==> src/rtl/leaf_out_arbiter.sv <==
// leaf_out_arbiter: credit-gated round-robin output stage for a leaf shell.
// Collects NUM_OUT_PORTS user valid/ack streams and registers one
// packetised word per cycle toward the BFT.
// Optional feature macro: LEAF_ARB_SEQ_EN (per-port sequence counters;
// when undefined the seq field of every packet is constant 0).
module leaf_out_arbiter #(
  parameter int PAYLOAD_BITS          = 32,
  parameter int NUM_LEAF_BITS         = 5,
  parameter int NUM_PORT_BITS         = 4,
  parameter int NUM_ADDR_BITS         = 7,
  parameter int PACKET_BITS           = 1 + NUM_LEAF_BITS + NUM_PORT_BITS + NUM_ADDR_BITS + PAYLOAD_BITS,
  parameter int NUM_OUT_PORTS         = 5,
  parameter int CREDIT_BITS           = 8,
  parameter int CREDIT_INIT           = 64,
  parameter int FREESPACE_UPDATE_SIZE = 64
) (
  input  logic                                   clk,
  input  logic                                   reset,
  input  logic [NUM_OUT_PORTS*PAYLOAD_BITS-1:0]  din_leaf_user2interface,
  input  logic [NUM_OUT_PORTS-1:0]               vld_user2interface,
  output logic [NUM_OUT_PORTS-1:0]               ack_interface2user,
  input  logic [NUM_OUT_PORTS*NUM_LEAF_BITS-1:0] dest_leaf_cfg,
  input  logic [NUM_OUT_PORTS*NUM_PORT_BITS-1:0] dest_port_cfg,
  input  logic                                   credit_update_vld,
  input  logic [NUM_PORT_BITS-1:0]               credit_update_port,
  input  logic                                   bft_ready,
  input  logic                                   resend,
  output logic [PACKET_BITS-1:0]                 dout_leaf_interface2bft
);

  localparam int          RR_BITS    = (NUM_OUT_PORTS > 1) ? $clog2(NUM_OUT_PORTS) : 1;
  localparam int unsigned CREDIT_MAX = (1 << CREDIT_BITS) - 1;

  logic [PACKET_BITS-1:0]   pkt_q, pkt_d;
  logic [RR_BITS-1:0]       rr_q, rr_d;
  logic [CREDIT_BITS-1:0]   credit_q [NUM_OUT_PORTS];
  logic [CREDIT_BITS-1:0]   credit_d [NUM_OUT_PORTS];
`ifdef LEAF_ARB_SEQ_EN
  logic [NUM_ADDR_BITS-1:0] seq_q [NUM_OUT_PORTS];
  logic [NUM_ADDR_BITS-1:0] seq_d [NUM_OUT_PORTS];
`endif

  logic                     pkt_valid, drain, can_load;
  logic [NUM_OUT_PORTS-1:0] elig, grant_oh, upd_hit;
  logic                     grant_vld;
  logic [RR_BITS-1:0]       grant_idx;
  int unsigned              cand;
  logic [NUM_LEAF_BITS-1:0] sel_leaf;
  logic [NUM_PORT_BITS-1:0] sel_port;
  logic [NUM_ADDR_BITS-1:0] sel_seq;
  logic [PAYLOAD_BITS-1:0]  sel_data;
  logic [31:0]              credit_sum;

  // Output-register status and per-port eligibility; reset blocks grants so
  // a word offered during reset is never acked.
  always_comb begin
    pkt_valid = pkt_q[PACKET_BITS-1];
    drain     = pkt_valid & bft_ready & ~resend;
    can_load  = ~reset & ~resend & (~pkt_valid | drain);
    elig      = '0;
    upd_hit   = '0;
    for (int unsigned i = 0; i < NUM_OUT_PORTS; i++) begin
      elig[i]    = vld_user2interface[i] & (credit_q[i] != '0) & can_load;
      upd_hit[i] = credit_update_vld & (credit_update_port == NUM_PORT_BITS'(i));
    end
  end

  // Round-robin search starting at rr, wrapping once through all ports.
  always_comb begin
    grant_vld = 1'b0;
    grant_idx = '0;
    cand      = 0;
    for (int unsigned k = 0; k < NUM_OUT_PORTS; k++) begin
      cand = int'(rr_q) + k;
      if (cand >= NUM_OUT_PORTS) cand = cand - NUM_OUT_PORTS;
      if (!grant_vld && elig[cand[RR_BITS-1:0]]) begin
        grant_vld = 1'b1;
        grant_idx = cand[RR_BITS-1:0];
      end
    end
  end

  // Grant decode: ack, pointer advance and the fields of the winning port.
  always_comb begin
    grant_oh = '0;
    sel_leaf = '0;
    sel_port = '0;
    sel_seq  = '0;
    sel_data = '0;
    for (int unsigned i = 0; i < NUM_OUT_PORTS; i++) begin
      if (grant_vld && grant_idx == RR_BITS'(i)) begin
        grant_oh[i] = 1'b1;
        sel_leaf    = dest_leaf_cfg[i*NUM_LEAF_BITS +: NUM_LEAF_BITS];
        sel_port    = dest_port_cfg[i*NUM_PORT_BITS +: NUM_PORT_BITS];
        sel_data    = din_leaf_user2interface[i*PAYLOAD_BITS +: PAYLOAD_BITS];
`ifdef LEAF_ARB_SEQ_EN
        sel_seq     = seq_q[i];
`endif
      end
    end
    ack_interface2user = grant_oh;
    rr_d = rr_q;
    if (grant_vld)
      rr_d = (grant_idx == RR_BITS'(NUM_OUT_PORTS - 1)) ? '0 : grant_idx + 1'b1;
  end

  // Next packet: load on grant, otherwise clear only the valid bit on drain.
  always_comb begin
    pkt_d = pkt_q;
    if (grant_vld)
      pkt_d = {1'b1, sel_leaf, sel_port, sel_seq, sel_data};
    else if (drain)
      pkt_d[PACKET_BITS-1] = 1'b0;
  end

  // Credit counters: the update is applied even during resend so returned
  // freespace is never lost; grant and update combine before saturation.
  always_comb begin
    credit_sum = '0;
    for (int unsigned i = 0; i < NUM_OUT_PORTS; i++) begin
      credit_sum = 32'(credit_q[i]);
      if (upd_hit[i])  credit_sum = credit_sum + 32'(FREESPACE_UPDATE_SIZE);
      if (grant_oh[i]) credit_sum = credit_sum - 32'd1;
      credit_d[i] = (credit_sum > 32'(CREDIT_MAX)) ? CREDIT_BITS'(CREDIT_MAX)
                                                   : credit_sum[CREDIT_BITS-1:0];
    end
  end

  // Packet, pointer and credit state registers.
  always_ff @(posedge clk) begin
    if (reset) begin
      pkt_q <= '0;
      rr_q  <= '0;
      for (int unsigned i = 0; i < NUM_OUT_PORTS; i++)
        credit_q[i] <= CREDIT_BITS'(CREDIT_INIT);
    end else begin
      pkt_q <= pkt_d;
      rr_q  <= rr_d;
      for (int unsigned i = 0; i < NUM_OUT_PORTS; i++)
        credit_q[i] <= credit_d[i];
    end
  end

`ifdef LEAF_ARB_SEQ_EN
  // Per-port sequence counters advance on each grant and wrap naturally.
  always_comb begin
    for (int unsigned i = 0; i < NUM_OUT_PORTS; i++)
      seq_d[i] = grant_oh[i] ? seq_q[i] + 1'b1 : seq_q[i];
  end

  // Sequence counter registers.
  always_ff @(posedge clk) begin
    if (reset) begin
      for (int unsigned i = 0; i < NUM_OUT_PORTS; i++) seq_q[i] <= '0;
    end else begin
      for (int unsigned i = 0; i < NUM_OUT_PORTS; i++) seq_q[i] <= seq_d[i];
    end
  end
`endif

  // Resend blanks the output without disturbing the held packet.
  always_comb begin
    dout_leaf_interface2bft = resend ? '0 : pkt_q;
  end

endmodule
==> config.mk <==
export PLATFORM = sky130hd
export DESIGN_NAME = leaf_out_arbiter
export DESIGN_NICKNAME = d
export VERILOG_FILES = /design/src/rtl/leaf_out_arbiter.sv
export SDC_FILE = /design/constraint.sdc
export NUM_CORES = 1
export LEC_CHECK = 0
export ABC_AREA = 1
export BUFFER_PORTS_ARGS = -buffer_cell sky130_fd_sc_hd__buf_2
export CELL_PAD_IN_SITES_DETAIL_PLACEMENT = 0
export CELL_PAD_IN_SITES_GLOBAL_PLACEMENT = 1
export CORE_UTILIZATION = 30
export DETAILED_ROUTE_END_ITERATION = 7
export PLACE_DENSITY = 0.84
export SYNTH_ARGS = -nofsm -noshare
export SYNTH_HDL_FRONTEND = slang
export SYNTH_SLANG_ARGS = --single-unit
export TNS_END_PERCENT = 10
==> constraint.sdc <==
create_clock -name clk -period 3.6 [get_ports clk]
set_clock_uncertainty 0.05 [all_clocks]
set_input_delay 0.18 -clock clk [delete_from_list [all_inputs] [get_ports clk]]
set_output_delay 0.18 -clock clk [all_outputs]
set_load 0.05 [all_outputs]
==> results.py, run 1 <==
metrics = {
    "sta": {
        "max-slew-margin-rel": 0.4253,
        "hold_viol_final": 0,
        "setup_slack_ns": -0.1415,
        "setup-violations-final": 62,
        "rsz0062_at_grt": "yes",
        "tightest_slew_ns": 0.8611,
        "finalCritPeriodShare": 1.039,
        "fmax_ghz": 0.2673,
        "slew_viol_final": 0,
        "fin_crit_ns": 3.742,
    },
    "synthesis": {
        "yosysWarnings": 0,
        "synth_area_um2": 7558,
        "syn_area_per_cell_um2": 5.841,
        "async_flop_share": 0,
        "synth.top_cell.area_share": 0.2251,
        "synth_cells": 1294,
        "synth_flop_cell": "dfxtp_1",
        "synth_edf_count": 0,
        "yosys_register_bits": 85,
        "yosysSeqAreaShare": 0.2251,
        "synth_cell_type_count": 51,
        "yosys.area.top_type": "dfxtp_1",
        "synthTopCellsByArea": "dfxtp_1 23%, nand2_1 16%, nor2_1 9.8%",
    },
    "outcome": {
        "violations": "setup timing",
        "status": "finished with violations",
    },
    "clocking": {
        "cts-buffers-inserted": 9,
        "cts_buffer_depth": 2,
        "cts_tree": "done",
        "htreeDepth": 3,
        "clk_pin_slew_ns": 0.06,
        "clock-sinks": 85,
        "clkLatencyLatePin_ns": 0.34,
        "clock-root-buffer": "clkbuf_16",
    },
    "critical_path": {
        "crit_chain": "inv_4, ha_4, inv_2, fa_2, o21bai_4, o21ai_2, nand3b_1, nand2_2, a21oi_4, buf_6, nand3_4, o21ai_2, nor2_2, a21oi_2, buf_4, ha_2, ha_4, nand2_4, clkinv_8, buf_12, buf_12",
        "start_kind": "flop",
        "crit_start": "rr_q[0]$_SDFFE_PP0P_",
        "worst-path-max-fanout": 5,
        "r2r_start": "rr_q[0]$_SDFFE_PP0P_",
        "cp.required_ns": 3.37,
        "endpoint_kind": "output port",
        "crit_slowest_cell": "dfxtp_4",
        "critical_path_buf_inv_count": 7,
        "critical_path.endpoint": "ack_interface2user[3]",
        "path_depth": 21,
        "r2r_end": "pkt_q[31]$_SDFFE_PP0P_",
        "slowest_delay_ns": 0.36,
        "crit_type": "reg -> out",
        "cp.arrival_ns": 3.51,
        "r2r_slack_ns": -0.11,
        "cp_top_family": "compound AO/OA/AOI/OAI gates",
        "ff2ff_path_depth": 23,
    },
    "placed_design": {
        "dp_hpwl_um": 20970,
        "io_buffers": 265,
        "dpl-instance-area_um2": 9797,
        "gp_congestion": 0.9799,
        "dp_worst_setup_slack_ns": -0.3241,
    },
    "job": {
        "cap_violations": 0,
    },
    "detailed_routing": {
        "drt_iter0_markers": 597,
        "vias_per_cell": 4.910,
        "avgRoutedWirePerCell_um": 15.23,
        "drc": 0,
        "vias": 9580,
        "drtAntennaViolNets": 0,
        "wirelength_um": 29710,
        "drt_first_pass_iters": 5,
    },
    "global_routing": {
        "grt_overflow": 0,
        "grt_max_degree": 63,
        "grt_pass1_vias": 8592,
        "track_usage": 0.2130,
        "antenna_found_initial": 0,
        "grt_pass1_wl_um": 44080,
    },
    "floorplan": {
        "rows": 57,
        "die_w_um": 160.7,
        "dieArea_um2": 25830,
        "initial_core_util": 0.3081,
        "die_h_um": 160.7,
        "coreArea_um2": 24530,
        "pin_count": 273,
    },
    "finish": {
        "drive_gt1_frac": 0.3423,
        "antenna_cells": 0,
        "nets": 1877,
        "area_delta_synth_final_pct": 46.50,
        "final_area_um2": 11070,
    },
    "worst_hold_path": {
        "hold_path.class": "in -> reg",
    },
}
## what timing repair did
item | in CTS | in global routing
endpoints found under the setup margin | 88 | 88
hold buffers | 0 | 0
cloned | 3 | 5
pin swaps | 14 | 26
resized for setup | 62 | 103
buffers inserted | 14 | 13
## synthesized netlist by cell type (3+ instances only)
cell type  instances
nand2_1          327
nor2_1           198
inv_1            125
a21oi_1          118
dfxtp_1           85
nand3_1           82
o21ai_0           60
nand4_1           53
clkbuf_1          38
ha_1              34
or2_2             23
buf_2             16
xor2_1            16
buf_4             15
a31oi_1           13
nor3_1            13
inv_2             10
nor2_2             6
o21ai_1            5
xnor2_1            5
nand2_2            4
nand3b_1           4
nor4_1             4
buf_1              3
nand3_2            3
## layer usage
layer  wire length [um]  up-vias  track usage
met3               1794       54      0.03151
met2              14330      334       0.3646
met4                867        0      0.08276
li1                   -     4833            -
met1              12710     4359       0.2679
met5                  0        -            0
## cells in the final DEF, fill, tap and decap left out, types with 13 or more instances in the layout
cell         n
a21oi_1     88
or2_2       23
a21oi_2     31
buf_6       13
nand2_2     15
ha_1        24
inv_1      116
dfxtp_1     82
buf_4       89
nand3_1     76
nand2_1    311
clkbuf_16   14
buf_2      260
xor2_1      14
nand4_1     53
nor2_1     190
o21ai_0     48
buf_12      15
## stage by stage
step	TNS, ns	utilization	hold slack (ns)	cells
after global placement	-13.74	0.3993	0.4014	1902
final	-3.925	0.4513	0.09278	1951
after CTS	-4.158	0.4282	0.07806	1934
after floorplan	0	-	0.3352	1300
after global routing	-20.39	0.4513	0.1259	1951
after detailed placement	-18.23	0.3993	0.4053	1902
## flip-flops by register name, summed over array words and instances (netlist names)
signal and count:
credit_q 40, rr_q 3, pkt_q 42
## cell families after synthesis
logic type | after synthesis | synth area share
simple gates | 728 | 0.4223
compound gates | 213 | 0.1518
buf+inv | 211 | 0.1170
flops | 85 | 0.2251
fa+ha+maj | 35 | 0.05893
xor+xnor | 21 | 0.02433
other cells | 1 | 0.0004961
## cell type report
| type | count | area [um2] |
|---|---|---|
| well taps | 324 | 405.4 |
| inverters | 136 | 548.0 |
| repair inverters | 1 | 8.758 |
| multi-input cells | 1004 | 5463 |
| clock inverters | 4 | 73.82 |
| clock buffers | 11 | 232.7 |
| flip-flops and latches | 85 | 1710 |
| repair buffers | 386 | 2631 |
| fillers | 2578 | 13460 |
## worst register-to-register path, cell delays in order, from the launching register on
cell and delay [ns]:
dfxtp_4 0.36, inv_4 0.07, ha_4 0.14, inv_2 0.03, fa_2 0.36, o21bai_4 0.20, o21ai_2 0.18, nand3b_1 0.14
nand2_2 0.07, a21oi_4 0.19, buf_6 0.13, nand3_4 0.08, o22ai_1 0.21, nand2_2 0.11, inv_2 0.09, ha_2 0.17
nand2_2 0.06, inv_4 0.09, o21ai_4 0.07, buf_4 0.14, buf_4 0.18, or2_2 0.28, nand2_1 0.09, a21oi_1 0.06
## worst min-delay path by stage
stage / slack [ns] / endpoint / cells past startpoint / start
2_1_floorplan: 0.34 / pkt_q[10]$_SDFFE_PP0P_ / 4 / din_leaf_user2interface[138]
3_3_place_gp: 0.40 / pkt_q[39]$_SDFFE_PP0P_ / 2 / pkt_q[39]$_SDFFE_PP0P_
3_5_place_dp: 0.41 / pkt_q[5]$_SDFFE_PP0P_ / 2 / pkt_q[5]$_SDFFE_PP0P_
4_1_cts: 0.08 / pkt_q[18]$_SDFFE_PP0P_ / 5 / din_leaf_user2interface[146]
5_1_grt: 0.13 / pkt_q[18]$_SDFFE_PP0P_ / 5 / din_leaf_user2interface[146]
6_report: 0.09 / pkt_q[16]$_SDFFE_PP0P_ / 5 / din_leaf_user2interface[144]
Power of run 1 is left out: the tool's default activity adds up to more than one toggle a clock period on the data nets, which glitch-free logic cannot reach.
==> run 2, diff against run 1 <==
--- a/config.mk
+++ b/config.mk
@@ -7,11 +7,14 @@
 export LEC_CHECK = 0
 export ABC_AREA = 1
 export BUFFER_PORTS_ARGS = -buffer_cell sky130_fd_sc_hd__buf_2
+export CAP_MARGIN = 10
 export CELL_PAD_IN_SITES_DETAIL_PLACEMENT = 0
 export CELL_PAD_IN_SITES_GLOBAL_PLACEMENT = 1
-export CORE_UTILIZATION = 30
+export CORE_UTILIZATION = 31
+export CTS_BUF_LIST = sky130_fd_sc_hd__clkbuf_4 sky130_fd_sc_hd__clkbuf_8
 export DETAILED_ROUTE_END_ITERATION = 7
-export PLACE_DENSITY = 0.84
+export PLACE_DENSITY = 0.86
+export SETUP_SLACK_MARGIN = 0.3
 export SYNTH_ARGS = -nofsm -noshare
 export SYNTH_HDL_FRONTEND = slang
 export SYNTH_SLANG_ARGS = --single-unit
==> run 2 against run 1 <==
Net effect: the run still ends with setup timing left; sequential share of layout area down 0.27 points; cell area up 1.6%; worst hold slack got worse by 0.045 ns; utilization increased by 2.4 points; die area decreased by 3.2%; maximum frequency decreased by 3.6%; first-iteration DRC count is 0.67% higher; register-to-register slack worse by 0.16 ns; sequential cell count stayed put; largest cell class unchanged.
==> results.py, run 2 (synthesized netlist as in run 1, its figures left out) <==
metrics = {
    "outcome": {
        "status": "finished with violations",
        "violations": "setup timing",
    },
    "clocking": {
        "clkLatencyLatePin_ns": 0.38,
        "clock-root-buffer": "clkbuf_8",
        "cts_tree": "done",
        "htreeDepth": 3,
        "clk_pin_slew_ns": 0.10,
        "cts_buffer_depth": 2,
        "clock-sinks": 85,
        "cts-buffers-inserted": 9,
    },
    "floorplan": {
        "initial_core_util": 0.3192,
        "dieArea_um2": 25010,
        "coreArea_um2": 23680,
        "rows": 56,
        "pin_count": 273,
        "die_w_um": 158.2,
        "die_h_um": 158.2,
    },
    "sta": {
        "finalCritPeriodShare": 1.078,
        "setup_slack_ns": -0.2804,
        "hold_viol_final": 0,
        "rsz0062_at_grt": "yes",
        "setup-violations-final": 82,
        "slew_viol_final": 0,
        "fin_crit_ns": 3.880,
        "max-slew-margin-rel": 0.3909,
        "tightest_slew_ns": 0.9127,
        "fmax_ghz": 0.2577,
    },
    "finish": {
        "largest_reg_flops": 42,
        "fin_util": 0.4752,
        "largestRegisters": "pkt_q x42, credit_q x40, rr_q x3",
        "nets": 1896,
        "antenna_cells": 0,
        "area_delta_synth_final_pct": 48.90,
        "mostFrequentLayoutCells": "313 x nand2_1, 260 x buf_2, 174 x nor2_1, 115 x inv_1, 96 x buf_4",
        "drive_gt1_frac": 0.3661,
        "top_register": "pkt_q",
        "final_common_cell": "nand2_1",
        "final_area_um2": 11250,
    },
    "worst_hold_path": {
        "hold_path.class": "in -> reg",
        "hold_end": "pkt_q[24]$_SDFFE_PP0P_",
        "hold_path_depth": 5,
        "min_from": "din_leaf_user2interface[152]",
    },
    "critical_path": {
        "cp.arrival_ns": 3.65,
        "cp_top_family": "compound AO/OA/AOI/OAI gates",
        "r2r_slack_ns": -0.27,
        "critical_path_buf_inv_count": 9,
        "r2r_end": "pkt_q[23]$_SDFFE_PP0P_",
        "crit_chain": "clkinv_4, ha_4, inv_2, fa_2, o21bai_4, o21ai_4, nand3b_1, nand2_2, a21oi_4, buf_6, buf_6, nand4_4, o21ai_2, nor2_2, a21oi_2, buf_4, ha_4, nand2_2, inv_2, nand2_4, inv_4, buf_8, buf_8",
        "r2r_start": "rr_q[0]$_SDFFE_PP0P_",
        "worst-path-max-fanout": 4,
        "start_kind": "flop",
        "cp.required_ns": 3.37,
        "ff2ff_path_depth": 26,
        "slowest_delay_ns": 0.42,
        "crit_slowest_cell": "fa_2",
        "crit_type": "reg -> out",
        "endpoint_kind": "output port",
    },
    "global_routing": {
        "grt_pass1_vias": 8777,
        "track_usage": 0.2154,
        "grt_pass1_wl_um": 42480,
        "grt_max_degree": 63,
        "grt_overflow": 0,
        "antenna_found_initial": 0,
    },
    "placed_design": {
        "dp_hpwl_um": 20180,
        "io_buffers": 265,
        "dpl-instance-area_um2": 10040,
        "dp_worst_setup_slack_ns": -0.1896,
        "gp_congestion": 0.9466,
    },
    "detailed_routing": {
        "vias": 9490,
        "drt_first_pass_iters": 7,
        "drc": 0,
        "drtAntennaViolNets": 0,
        "vias_per_cell": 4.827,
        "avgRoutedWirePerCell_um": 14.12,
        "wirelength_um": 27760,
        "drt_iter0_markers": 601,
    },
    "job": {
        "cap_violations": 0,
    },
}
[run 2: changes by cell type in the layout (fill, tap and decap cells not counted), sizes merged]
cell	change
buf	+24
clkbuf	-4
bufinv	-1
clkinv	+1
[run 2: metrics by stage]
stage | setup TNS [ns] | instances | hold slack, ns
floorplan | 0 | 1300 | 0.3352
global placement | -2.760 | 1915 | 0.4009
detailed placement | -7.725 | 1915 | 0.4051
CTS | -6.805 | 1958 | 0.01460
global route | -31.66 | 1966 | 0.05254
finish | -15.62 | 1966 | 0.04781
[run 2: repair_timing]
item	4_1_cts	5_1_grt
pin swaps	33	21
resized for setup	105	89
gates cloned	2	2
endpoints found under the setup margin	88	89
setup buffers	25	6
hold buffers	0	0
[run 2: how the worst max path moves through the flow]
stage	slack (ns)	cells after the start	to	start
detailed placement	-0.19	24	credit_q[0][4]$_SDFF_PP0_	rr_q[0]$_SDFFE_PP0P_
CTS	-0.20	24	ack_interface2user[4]	rr_q[0]$_SDFFE_PP0P_
finish	-0.28	23	ack_interface2user[2]	rr_q[0]$_SDFFE_PP0P_
floorplan	0.14	22	pkt_q[12]$_SDFFE_PP0P_	rr_q[0]$_SDFFE_PP0P_
global route	-0.45	23	ack_interface2user[1]	rr_q[0]$_SDFFE_PP0P_
global placement	-0.15	21	ack_interface2user[4]	rr_q[1]$_SDFFE_PP0P_
[run 2: worst register-to-register path, stage by stage, from the launching register on]
cell       delay [ns]
dfxtp_4          0.37
clkinv_4         0.06
ha_4             0.13
inv_2            0.04
fa_2             0.42
o21bai_4         0.22
o21ai_4          0.20
nand3b_1         0.15
nand2_2          0.08
a21oi_4          0.21
nor3_2           0.07
buf_4            0.13
nand2_2          0.04
nand2_1          0.06
o22ai_2          0.13
nand2_2          0.09
buf_6            0.14
ha_4             0.16
ha_4             0.16
nand2_4          0.08
inv_8            0.05
buf_12           0.13
bufbuf_16        0.27
a21oi_2          0.12
nand2_1          0.08
a21oi_2          0.11
nor2_1           0.05
[run 2: final cells by class]
class | instances | area, um2
Sequential cell | 85 | 1708
Clock inverter | 5 | 57.56
Multi-Input combinational cell | 1004 | 5584
Fill cell | 2494 | 12430
Tap cell | 319 | 399.1
Clock buffer | 11 | 151.4
Inverter | 136 | 543.0
Timing Repair Buffer | 406 | 2811
[run 2: layer usage]
metal	GRT usage	part of all wire	vias to the layer above
li1	-	-	4869
met1	0.2516	0.42	4284
met2	0.3952	0.50	307
met3	0.03942	0.054	30
met4	0.06410	0.019	0
met5	0	0	-
Power of run 2 is left out for the same reason.
==> run 3, diff against run 2 <==
--- a/config.mk
+++ b/config.mk
@@ -10,11 +10,12 @@
 export CAP_MARGIN = 10
 export CELL_PAD_IN_SITES_DETAIL_PLACEMENT = 0
 export CELL_PAD_IN_SITES_GLOBAL_PLACEMENT = 1
+export CORE_ASPECT_RATIO = 0.75
 export CORE_UTILIZATION = 31
 export CTS_BUF_LIST = sky130_fd_sc_hd__clkbuf_4 sky130_fd_sc_hd__clkbuf_8
 export DETAILED_ROUTE_END_ITERATION = 7
-export PLACE_DENSITY = 0.86
-export SETUP_SLACK_MARGIN = 0.3
+export PLACE_DENSITY = 0.81
+export SETUP_SLACK_MARGIN = 0.4
 export SYNTH_ARGS = -nofsm -noshare
 export SYNTH_HDL_FRONTEND = slang
 export SYNTH_SLANG_ARGS = --single-unit
==> run 3 against run 2 <==
Net effect: the run still ends with setup timing left; sequential share of layout area grew 0.59 points; cell count grew 0.66%; worst hold slack worse by 0.010 ns; sequential cell count did not move; global-route usage increased by 0.44 points; largest cell class unchanged.
==> results.py, run 3 (synthesized netlist as in run 1, its figures left out) <==
metrics = {
    "detailed_routing": {
        "vias_per_cell": 4.782,
        "drc": 0,
        "wirelength_um": 27950,
        "drtAntennaViolNets": 0,
        "drt_iter0_markers": 623,
        "avgRoutedWirePerCell_um": 14.13,
        "vias": 9464,
        "drt_first_pass_iters": 4,
    },
    "global_routing": {
        "grt_pass1_vias": 8633,
        "antenna_found_initial": 0,
        "grt_max_degree": 63,
        "grt_overflow": 0,
        "track_usage": 0.2199,
        "grt_pass1_wl_um": 43600,
    },
    "floorplan": {
        "dieArea_um2": 25020,
        "rows": 49,
        "pin_count": 273,
        "die_w_um": 182.3,
        "initial_core_util": 0.3153,
        "die_h_um": 137.2,
        "coreArea_um2": 23970,
    },
    "sta": {
        "slew_viol_final": 0,
        "fmax_ghz": 0.2658,
        "finalCritPeriodShare": 1.045,
        "setup_slack_ns": -0.1623,
        "tightest_slew_ns": 0.8916,
        "max-slew-margin-rel": 0.4049,
        "hold_slack_ns": 0.03763,
        "hold_viol_final": 0,
        "setup-violations-final": 69,
        "rsz0062_at_grt": "yes",
        "fin_crit_ns": 3.762,
    },
    "critical_path": {
        "worst-path-max-fanout": 6,
        "cp.required_ns": 3.78,
        "endpoint_kind": "flop",
        "r2r_slack_ns": -0.16,
        "r2r_end": "credit_q[0][20]$_SDFF_PP0_",
        "crit_type": "reg -> reg",
        "cp.arrival_ns": 3.94,
        "slowest_delay_ns": 0.40,
        "start_kind": "flop",
        "ff2ff_path_depth": 26,
        "r2r_start": "rr_q[1]$_SDFFE_PP0P_",
        "crit_slowest_cell": "dfxtp_4",
    },
    "finish": {
        "mostFrequentLayoutCells": "317 x nand2_1, 260 x buf_2, 192 x nor2_1, 121 x buf_4, 120 x inv_1",
        "nets": 1897,
        "largest_reg_flops": 42,
        "largestRegisters": "pkt_q x42, credit_q x40, rr_q x3",
        "area_delta_synth_final_pct": 43.52,
        "drive_gt1_frac": 0.3240,
        "final_common_cell": "nand2_1",
        "top_register": "pkt_q",
        "fin_util": 0.4525,
        "finalNonFillerCells": 1979,
        "antenna_cells": 0,
    },
    "placed_design": {
        "io_buffers": 265,
        "dp_hpwl_um": 20970,
        "gp_congestion": 0.9222,
        "place_inst": 1936,
    },
    "outcome": {
        "violations": "setup timing",
        "status": "finished with violations",
    },
    "clocking": {
        "cts-buffers-inserted": 9,
        "cts_buffer_depth": 2,
        "cts_tree": "done",
        "htreeDepth": 3,
        "clk_pin_slew_ns": 0.10,
        "clkLatencyLatePin_ns": 0.38,
        "clock-sinks": 85,
        "clock-root-buffer": "clkbuf_8",
    },
    "worst_hold_path": {
        "hold_path_depth": 5,
        "hold_path.class": "in -> reg",
        "min_from": "dest_port_cfg[18]",
        "hold_end": "pkt_q[41]$_SDFFE_PP0P_",
    },
    "job": {
        "cap_violations": 0,
    },
}
run 3: final cells by class:
cell class,instances,area (um2)
clock buffer,9,123.9
timing repair buffer,407,2708
fill,2537,13120
inverter,136,543.0
clock inverter,7,57.56
sequential,85,1710
multi-input combinational,1004,5291
tap,331,414.1
run 3: what timing repair did:
item,4_1_cts,5_1_grt
setup endpoints to repair,88,89
hold endpoints to repair,1,0
setup buffers,20,3
pin swaps,15,5
cloned,3,0
gates resized for setup,57,21
hold buffers,1,0
run 3: metrics by stage:
step                      setup WS [ns]  cell area (um2)  TNS [ns]
final                           -0.1623            10850    -5.576
after global routing            -0.3761            10850    -22.55
after CTS                      -0.08515            10760    -1.587
after detailed placement        -0.1946            10100    -6.249
after global placement          -0.1104            10100   -0.9972
after floorplan                  0.1383             7839         0
run 3: how the worst max path moves through the flow:
stage | slack [ns] | to | from | cells past startpoint
CTS | -0.09 | ack_interface2user[1] | rr_q[1]$_SDFFE_PP0P_ | 23
finish | -0.16 | credit_q[0][20]$_SDFF_PP0_ | rr_q[1]$_SDFFE_PP0P_ | 26
global placement | -0.11 | credit_q[0][22]$_SDFF_PP1_ | rr_q[1]$_SDFFE_PP0P_ | 25
detailed placement | -0.19 | credit_q[0][18]$_SDFF_PP0_ | rr_q[0]$_SDFFE_PP0P_ | 23
global route | -0.38 | pkt_q[5]$_SDFFE_PP0P_ | rr_q[0]$_SDFFE_PP0P_ | 29
floorplan | 0.14 | pkt_q[12]$_SDFFE_PP0P_ | rr_q[0]$_SDFFE_PP0P_ | 22
run 3: worst max-delay path: cells and delay by family, from the launching register on:
| family | cells | cell delay [ns] |
|---|---|---|
| fa+ha+maj | 2 | 0.50 |
| buf+inv | 9 | 1.12 |
| simple gates | 10 | 0.90 |
| compound gates | 5 | 0.63 |
| flops | 1 | 0.40 |
run 3: per-layer routing:
metal / vias to the layer above / track usage / wire [um]
li1: 4874 / - / -
met1: 4277 / 0.2826 / 12800
met2: 294 / 0.3814 / 13060
met3: 19 / 0.04785 / 1834
met4: 0 / 0.03968 / 259
met5: - / 0 / 0
Power of run 3 is left out for the same reason.
